--- config.mk ---
export PLATFORM = sky130hd
export DESIGN_NAME = cfu_cmd_sequencer
export DESIGN_NICKNAME = d
export VERILOG_FILES = /design/src/rtl/cfu_seq_pkg.sv /design/src/rtl/cfu_rsp_fifo.sv /design/src/rtl/cfu_cmd_sequencer.sv
export SDC_FILE = /design/constraint.sdc
export NUM_CORES = 1
export LEC_CHECK = 0
export CAP_MARGIN = 20
export CORE_MARGIN = 2
export CORE_UTILIZATION = 65
export DETAILED_ROUTE_END_ITERATION = 7
export DONT_BUFFER_PORTS = 1
export GPL_TIMING_DRIVEN = 0
export MAX_ROUTING_LAYER = met4
export PLACE_DENSITY = 0.78
export RECOVER_POWER = 100
export SLEW_MARGIN = 15
export SYNTH_ARGS = -nofsm -noshare
export SYNTH_HDL_FRONTEND = slang
export SYNTH_SLANG_ARGS = --single-unit
--- constraint.sdc ---
create_clock -name clk -period 7.4 [get_ports clk]
set_clock_uncertainty 0.05 [all_clocks]
set_input_delay 1.11 -clock clk [delete_from_list [all_inputs] [get_ports clk]]
set_output_delay 1.11 -clock clk [all_outputs]
set_load 0.02 [all_outputs]
--- src/rtl/cfu_seq_pkg.sv ---
// Shared types and constants for the CFU command sequencer and its response FIFO.
package cfu_seq_pkg;

  // Sequencer FSM states.
  typedef enum logic [1:0] {
    ST_IDLE      = 2'd0,
    ST_ISSUE     = 2'd1,
    ST_WAIT_DATA = 2'd2,
    ST_STATUS    = 2'd3
  } seq_state_e;

  // Opcode that reports the retired-response count instead of touching the backend.
  localparam int unsigned OP_STATUS = 0;

  // Value returned to the CPU when a write-class operation is acknowledged.
  localparam int unsigned WR_ACK_VALUE = 0;

  // Counter width able to hold 0..depth inclusive.
  function automatic int unsigned cnt_width(input int unsigned depth);
    return $clog2(depth + 1);
  endfunction

  // Pointer width for a depth-entry ring; at least one bit.
  function automatic int unsigned ptr_width(input int unsigned depth);
    return (depth > 1) ? $clog2(depth) : 1;
  endfunction

endpackage

--- src/rtl/cfu_rsp_fifo.sv ---
// Small synchronous response FIFO with occupancy count and a combinational head.
// Push and pop may happen in the same cycle; the head is held until popped.
module cfu_rsp_fifo
  import cfu_seq_pkg::*;
#(
  parameter int unsigned DATA_W = 32,
  parameter int unsigned DEPTH  = 2
) (
  input  logic                          clk,
  input  logic                          rst_n,
  input  logic                          push_i,
  input  logic [DATA_W-1:0]             push_data_i,
  input  logic                          pop_i,
  output logic                          valid_o,
  output logic [DATA_W-1:0]             head_o,
  output logic [cnt_width(DEPTH)-1:0]   count_o
);

  localparam int unsigned PTR_W = ptr_width(DEPTH);
  localparam int unsigned CNT_W = cnt_width(DEPTH);

  logic [DATA_W-1:0] mem_q [DEPTH];
  logic [PTR_W-1:0]  wr_ptr_q, wr_ptr_d;
  logic [PTR_W-1:0]  rd_ptr_q, rd_ptr_d;
  logic [CNT_W-1:0]  count_q, count_d;
  logic              not_empty;
  logic              do_push;
  logic              do_pop;

  // Ring pointer advance with explicit wrap, so DEPTH need not be a power of two.
  function automatic logic [PTR_W-1:0] ptr_inc(input logic [PTR_W-1:0] ptr);
    return (ptr == PTR_W'(DEPTH - 1)) ? '0 : ptr + PTR_W'(1);
  endfunction

  assign not_empty = (count_q != '0);
  assign do_pop    = pop_i && not_empty;
  // A push into a full FIFO is only honoured when a pop frees the slot this cycle.
  assign do_push   = push_i && ((count_q != CNT_W'(DEPTH)) || do_pop);

  // Next-state pointers and occupancy.
  always_comb begin
    wr_ptr_d = wr_ptr_q;
    rd_ptr_d = rd_ptr_q;
    count_d  = count_q;
    if (do_push) begin
      wr_ptr_d = ptr_inc(wr_ptr_q);
    end
    if (do_pop) begin
      rd_ptr_d = ptr_inc(rd_ptr_q);
    end
    case ({do_push, do_pop})
      2'b10:   count_d = count_q + CNT_W'(1);
      2'b01:   count_d = count_q - CNT_W'(1);
      default: count_d = count_q;
    endcase
  end

  // Pointer and count registers.
  always_ff @(posedge clk) begin
    if (!rst_n) begin
      wr_ptr_q <= '0;
      rd_ptr_q <= '0;
      count_q  <= '0;
    end else begin
      wr_ptr_q <= wr_ptr_d;
      rd_ptr_q <= rd_ptr_d;
      count_q  <= count_d;
    end
  end

  // Storage write; contents need no reset because the count gates visibility.
  always_ff @(posedge clk) begin
    if (do_push) begin
      mem_q[wr_ptr_q] <= push_data_i;
    end
  end

  assign valid_o = not_empty;
  // Forced to zero when empty so the response bus idles at a known value.
  assign head_o  = not_empty ? mem_q[rd_ptr_q] : '0;
  assign count_o = count_q;

endmodule

--- src/rtl/cfu_cmd_sequencer.sv ---
// CFU front-end: registers CPU commands, issues them one at a time to the TPU
// backend over ready/valid, waits for read data where needed, and returns
// responses in order through a small FIFO that absorbs CPU back-pressure.
module cfu_cmd_sequencer
  import cfu_seq_pkg::*;
#(
  parameter int unsigned           DATA_W    = 32,
  parameter int unsigned           FUNCT_W   = 10,
  parameter int unsigned           OP_W      = 3,
  parameter logic [2**OP_W-1:0]    READ_MASK = 8'b1000_1000,
  parameter int unsigned           RSP_DEPTH = 2
) (
  input  logic                clk,
  input  logic                rst_n,
  // CPU command channel
  input  logic                cmd_valid,
  output logic                cmd_ready,
  input  logic [FUNCT_W-1:0]  cmd_payload_function_id,
  input  logic [DATA_W-1:0]   cmd_payload_inputs_0,
  input  logic [DATA_W-1:0]   cmd_payload_inputs_1,
  // CPU response channel
  output logic                rsp_valid,
  input  logic                rsp_ready,
  output logic [DATA_W-1:0]   rsp_payload_outputs_0,
  // Backend issue channel
  output logic                be_valid,
  input  logic                be_ready,
  output logic [OP_W-1:0]     be_op,
  output logic [DATA_W-1:0]   be_in0,
  output logic [DATA_W-1:0]   be_in1,
  // Backend read return
  input  logic                be_rdata_valid,
  input  logic [DATA_W-1:0]   be_rdata,
  output logic                busy
);

  localparam int unsigned CNT_W = cnt_width(RSP_DEPTH);

  seq_state_e        state_q, state_d;
  logic [OP_W-1:0]   op_q, op_d;
  logic [DATA_W-1:0] in0_q, in0_d;
  logic [DATA_W-1:0] in1_q, in1_d;
  logic [DATA_W-1:0] retired_cnt_q, retired_cnt_d;

  logic              accept;
  logic              push;
  logic [DATA_W-1:0] push_data;
  logic              pop;
  logic              fifo_valid;
  logic [DATA_W-1:0] fifo_head;
  logic [CNT_W-1:0]  fifo_count;
  logic [OP_W-1:0]   cmd_op;

  assign cmd_op = cmd_payload_function_id[OP_W-1:0];

  // Upper function_id bits carry no meaning for this block.
  generate
    if (FUNCT_W > OP_W) begin : g_fid_hi
      logic unused_fid_hi;
      assign unused_fid_hi = ^cmd_payload_function_id[FUNCT_W-1:OP_W];
    end
  endgenerate

  // Accept only from IDLE and only when a response slot is guaranteed free,
  // so every accepted command can always push its response. Held low while
  // reset is asserted.
  assign cmd_ready = rst_n && (state_q == ST_IDLE) && (fifo_count < CNT_W'(RSP_DEPTH));
  assign accept    = cmd_valid && cmd_ready;
  assign pop       = fifo_valid && rsp_ready;

  // Next-state, command latch and FIFO push decisions.
  always_comb begin
    state_d   = state_q;
    op_d      = op_q;
    in0_d     = in0_q;
    in1_d     = in1_q;
    push      = 1'b0;
    push_data = '0;
    case (state_q)
      ST_IDLE: begin
        if (accept) begin
          op_d    = cmd_op;
          in0_d   = cmd_payload_inputs_0;
          in1_d   = cmd_payload_inputs_1;
          state_d = (cmd_op == OP_W'(OP_STATUS)) ? ST_STATUS : ST_ISSUE;
        end
      end
      ST_ISSUE: begin
        if (be_ready) begin
          if (READ_MASK[op_q]) begin
            state_d = ST_WAIT_DATA;
          end else begin
            push      = 1'b1;
            push_data = DATA_W'(WR_ACK_VALUE);
            state_d   = ST_IDLE;
          end
        end
      end
      ST_WAIT_DATA: begin
        if (be_rdata_valid) begin
          push      = 1'b1;
          push_data = be_rdata;
          state_d   = ST_IDLE;
        end
      end
      ST_STATUS: begin
        push      = 1'b1;
        push_data = retired_cnt_q;
        state_d   = ST_IDLE;
      end
      default: begin
        state_d = ST_IDLE;
      end
    endcase
  end

  // Retired count advances on each response the CPU consumes, wrapping naturally.
  always_comb begin
    retired_cnt_d = retired_cnt_q;
    if (pop) begin
      retired_cnt_d = retired_cnt_q + DATA_W'(1);
    end
  end

  // State, latched command and retire counter registers.
  always_ff @(posedge clk) begin
    if (!rst_n) begin
      state_q       <= ST_IDLE;
      op_q          <= '0;
      in0_q         <= '0;
      in1_q         <= '0;
      retired_cnt_q <= '0;
    end else begin
      state_q       <= state_d;
      op_q          <= op_d;
      in0_q         <= in0_d;
      in1_q         <= in1_d;
      retired_cnt_q <= retired_cnt_d;
    end
  end

  cfu_rsp_fifo #(
    .DATA_W (DATA_W),
    .DEPTH  (RSP_DEPTH)
  ) u_rsp_fifo (
    .clk         (clk),
    .rst_n       (rst_n),
    .push_i      (push),
    .push_data_i (push_data),
    .pop_i       (pop),
    .valid_o     (fifo_valid),
    .head_o      (fifo_head),
    .count_o     (fifo_count)
  );

  assign rsp_valid             = fifo_valid;
  assign rsp_payload_outputs_0 = fifo_head;

  assign be_valid = (state_q == ST_ISSUE);
  assign be_op    = op_q;
  assign be_in0   = in0_q;
  assign be_in1   = in1_q;

  assign busy = (state_q != ST_IDLE) || fifo_valid;

endmodule
* After elaboration in Yosys (flattened, before gate mapping) *
Memory sizes are Yosys's and may differ from the RTL's. A register that Yosys moved wholly into a read port is not among the register bits.
Index checks and enable logic that the tools add are counted.

word-level totals
  register bits after elaboration = 105
  word-level logic and storage cells = 64
  memories = 2
  memory bits (read-only) = 8
  memory bits (writable) = 64

operators by class
  reduce and logical (&&, ||, !) cells = 15
  add/subtract/negate cells = 5
  mux-type cells = 23
  equality and inequality tests = 9
  order comparisons = 2

memory list
  memory            words  bits a word  rd ports  clocked after Yosys merged registers in  write ports  RTL line                 text
  u_rsp_fifo.mem_q  2      32           1         1                                        1            cfu_rsp_fifo.sv:22       logic [DATA_W-1:0] mem_q [DEPTH];
  (no name shown)   8      1            1         1                                        0            cfu_cmd_sequencer.sv:90  if (READ_MASK[op_q]) begin

operators by type and width
  operator                                                                      number
  32-bit two-way mux                                                            2
  32-bit case mux with 2 select lines                                           1
  32-bit by 1-bit adder with 32-bit output, second input constant               1
  1-bit two-way mux                                                             10
  2-bit two-way mux                                                             5
  2-bit case mux with 4 select lines                                            1
  2-bit equality test, second input constant                                    3
  1-bit logical AND                                                             6
  3-bit two-way mux                                                             2
  2-bit != test, second input constant                                          3
  2-bit nonzero test                                                            3
  2-bit by 1-bit equality test with 1-bit output, second input constant         2
  3-bit by 4-bit less-than comparator with 1-bit output, second input constant  1
  2-bit case mux with 2 select lines                                            1
  3-bit zero test                                                               1
  1-bit case mux with 3 select lines                                            1
  3-bit AND reduction                                                           1
  1-bit adder, second input constant                                            2
  2-bit by 1-bit adder with 2-bit output, second input constant                 1
  2-bit zero test                                                               1
  1-bit logical OR                                                              2
  2-bit less-than comparator, second input constant                             1
  2-bit by 1-bit != test with 1-bit output, second input constant               1
  2-bit AND reduction                                                           1
  2-bit by 1-bit subtractor with 2-bit output, second input constant            1

* Longest topological paths before layout *
  depth after elaboration = 8
  mapped depth = 7
  depth with buffers taken out = 5

* Cells and area by module *
A second synthesis with hierarchy kept.

unflattened totals
  cells, all modules = 733
  area total of the unflattened synthesis = 7160.6 um^2

modules (own cells, without submodules)
  module             area an instance (um^2)  instances  cells an instance  seq. area each (um^2)
  cfu_cmd_sequencer  4505.6                   1          571                2042.0
  cfu_rsp_fifo       2655.0                   1          162                2021.9

* Worst setup path before layout *
Ideal clock, no wire load.

  path kind = input to register
  start point = input port be_rdata_valid
  end point = memory u_rsp_fifo.mem_q[0][0] (enable)
  library setup time = 0.425 ns
  stages on the path = 3
  path slack = 3.860 ns
  required time = 6.925 ns
  arrival time = 3.065 ns
  cell sequence = o21ai_0 -> a22oi_1 -> nor2b_1

between the ends
  longest elaborated chain between the ends = 5

RTL lines
  what                                     RTL line                  text
  from (decl)                              cfu_cmd_sequencer.sv:32   input logic be_rdata_valid,
  1-bit two-way mux                        cfu_cmd_sequencer.sv:100  if (be_rdata_valid) begin
  1-bit case mux with 3 select lines       cfu_cmd_sequencer.sv:79   case (state_q)
  1-bit logical AND                        cfu_rsp_fifo.sv:38        assign do_push = push_i && ((count_q != CNT_W'(DEPTH)) || do_pop);
  1-bit two-way mux                        cfu_rsp_fifo.sv:73        if (do_push) begin
  1-bit two-way mux (not written as such)  cfu_rsp_fifo.sv:74        mem_q[wr_ptr_q] <= push_data_i;
  to (decl)                                cfu_rsp_fifo.sv:22

No other way between the ends.

* Worst setup path after layout *
  start point = register state_q[1]
  end point = memory u_rsp_fifo.mem_q[0][29] (enable)

between the ends
  longest elaborated chain between the ends = 5
  elaborated cells between the ends (all ways) = 7
  classes of those cells = 3 x eq/ne; 3 x mux; 1 x reduce/logical

RTL lines
  what                                                                                          RTL line                  text
  from (decl)                                                                                   cfu_cmd_sequencer.sv:39   seq_state_e state_q, state_d;
  from (signal assigned)                                                                        cfu_cmd_sequencer.sv:134  state_q <= state_d;
  2-bit equality test / 2-bit by 1-bit equality test with 1-bit output (equally long branches)  cfu_cmd_sequencer.sv:79
  1-bit case mux with 3 select lines *                                                          cfu_cmd_sequencer.sv:79
  1-bit logical AND *                                                                           cfu_rsp_fifo.sv:38
  1-bit two-way mux *                                                                           cfu_rsp_fifo.sv:73
  1-bit two-way mux (not written as such) *                                                     cfu_rsp_fifo.sv:74

Mark *: on every way between the ends. The rest lies on a longest branch, timed or not.

==> metrics <==
Num CTS Buffers 17; grt ovf 0; DRC 0; number of cell rows 38; 1st-iter DRT viols around 330; number of diodes 0; GRT Total Usage between 20% and 30%; Max-Cap Viols 2; EDFF count, synth 64; dominant synthesized flop cell dfxtp_1; pwr/cell area approximately 260 nW/um2; clock-pin slew on the worst setup and hold paths about 60 ps; WL per Instance roughly 19 um; clk buf depth 2; worst-skew pair later-pin latency between 500 and 600 ps; Final period util 48.6%; pin count of the biggest net entering global routing 33; Post-CTS Setup Bufs 0; Mapped Avg Cell Area roughly 9.7 um2; filler cell count around 790; die area ~12000 um2; Critical Path, Cell by Cell clkbuf_1 > o21ai_0 > a22oi_1 > nor2b_1 > clkbuf_1; # hold bufs at CTS 0; CP endpoint kind flip-flop; Nets between 800 and 900; Top delay family on crit path buffers and inverters; Die W 109 um; Initial Util 66.2%; synthesized area about 7100 um2; Synth Warn # 0; vias in the first global route between 5k and 6k; Synth Instances roughly 740; post-layout util between 70% and 80%; DP HPWL 12400 um; CP peak stage delay 1010 ps; count of final hold-check violations 0; Async SR Flop Fraction 0%; Cells after DPL between 800 and 900; first-pass GRT wire length 25500 um; setup repair after global routing missed its margin no; total power around 2.1 mW; CP bufs+invs 2; violated checks max-capacitance violations, max-slew violations; Netlist cell types 42; largest fanout on the critical path 24; CTS tree done; HP Class reg -> reg; routed vias/inst about 6; Fin Hold WS between 400 and 500 ps; CTS HTree Levels 4; Tightest Pin Transition ~2100 ps; Post-CTS Resized 0; RePlAce Congestion between 0.8 and 0.9; Detail Route Antenna Nets 0; Chip Height 109 um; sequential share of the synthesized area 57.1%; min Tclk post-route roughly 3600 ps; number of buffers inserted by port buffering 0; Max Freq ~280 MHz; Crit path arrival time about 3700 ps; Layout area overhead 10.6%; startpoint types flip-flop; slowest cell on the critical path clkbuf_1; Non-Filler Instances ~910; clock sink count around 170; initial antenna violation count 0; CP dominant cell by count clkbuf_1; final setup TNS 0 ps; Net Count, Synth about 850; CP required ~7500 ps; I/O Pins 215; drt pass-1 iters 5; DRT Wirelength 16900 um; Final Max Tran Viols 36; Setup Crit Path Kind reg -> reg; Slew Limit Headroom -42.8%; outcome complete, but fails checks; Seq cells post-synth between 150 and 200; fraction of layout cells with a size suffix above 1 4.82%; Core Area between 10000 and 15000 um2; leakage power between 2 and 3 nW; Vias 5445; CTS Root Cell clkbuf_8; maximum vdd drop about 0.15 mV; setup violators final 0
## power breakdown
group	switching [mW]	leakage, nW	internal [mW]
Sequential	0.0389	1.51	1.00
Combinational	0.105	0.895	0.0409
Clock	0.350	0.300	0.525
Total	0.494	2.70	1.57
## sequential cells by signal (all words and copies together), names as in the netlist, named ones only
register,cells
u_rsp_fifo.count_o,2
retired_cnt_q,32
be_op,3
be_in1,32
be_in0,32
u_rsp_fifo.wr_ptr_q,1
u_rsp_fifo.mem_q,64
u_rsp_fifo.rd_ptr_q,1
state_q,2
## logic make-up (layout without fill, tap and decap cells)
| kind of cell | Yosys count | after routing | share of synthesized area (%) |
|---|---|---|---|
| flip-flops | 171 | 171 | 57.1 |
| adder cells (fa/ha/maj) | 1 | 1 | 0.176 |
| AND/OR/NAND/NOR | 314 | 314 | 20.7 |
| multiplexers | 42 | 42 | 5.91 |
| AO/OA/AOI/OAI | 136 | 136 | 11.3 |
| buffers and inverters | 58 | 90 | 3.27 |
| XOR/XNOR | 13 | 13 | 1.60 |
## path summary, 6_finish.rpt
path                          start                      end  slack (ps)  cells after the start
setup reg to reg         state_q[1]  u_rsp_fifo.mem_q[0][29]        3800                      5
setup / recovery         state_q[1]  u_rsp_fifo.mem_q[0][29]        3800                      5
hold / removal    retired_cnt_q[31]        retired_cnt_q[31]         450                      2
hold reg to reg   retired_cnt_q[31]        retired_cnt_q[31]         450                      2
## cell usage after synthesis (2+ instances only)
master	number	area share, %
a21oi_1	83	5.8
a22oi_1	32	3.4
a31o_2	2	0.25
and2_1	5	0.44
and3_1	2	0.18
and4_1	6	0.74
buf_1	7	0.37
buf_2	9	0.63
clkbuf_1	36	1.9
dfxtp_1	107	30
edfxtp_1	64	27
inv_1	4	0.21
mux2i_1	42	5.9
nand2_1	156	8.2
nand2b_1	9	0.79
nand3_1	16	1.1
nand4_1	8	0.70
nor2_1	51	2.7
nor2b_1	34	3.0
nor3_1	7	0.49
nor4_1	4	0.35
o21ai_0	9	0.63
o31ai_1	4	0.42
or3_1	6	0.53
or4_1	4	0.42
xnor2_1	6	0.74
xor2_1	7	0.86
## area by class of cell
class                      instances  area [um2]  area share, %
buffer                            53         204           2.59
clock buffer                      20         478           6.07
clock inverter                    11         114           1.45
inverter                           5        18.8          0.238
multi-input combinational        506        2810           35.7
sequential                       171        4060           51.6
tap                              140         175           2.23
timing repair buffer               1        3.75         0.0477
## worst reg2reg max path, stage by stage, from the launching register on
cell	delay, ps
dfxtp_1	310
clkbuf_1	390
o21ai_0	340
a22oi_1	360
nor2b_1	740
clkbuf_1	1010
## placed cells by master (no fill, tap or decap), drive strengths merged, types with 9 or more instances in the layout
cell type    n
a21oi       83
a22oi       32
clkbuf      68
dfxtp      107
edfxtp      64
mux2i       42
nand2      156
nand2b       9
nand3       17
nand4        9
nor2        51
nor2b       34
o21ai        9
## per-layer routing
metal / wire length (um) / vias up / part of all wire [%] / GRT usage [%]
li1: - / 2603 / - / -
met1: 6330 / 2573 / 38 / 32.0
met2: 8640 / 236 / 51 / 51.2
met3: 1500 / 33 / 8.9 / 8.91
met4: 387 / 0 / 2.3 / 11.4
met5: 0 / - / 0 / -
## per-stage QoR
stage	instance area [um2]	setup slack [ps]
final	7870	3800
after global routing	7870	3520
after CTS	7920	3900
after detailed placement	7330	4280
after global placement	7290	3110
after floorplan	7120	3860
Power figures use the tool's default switching activity.
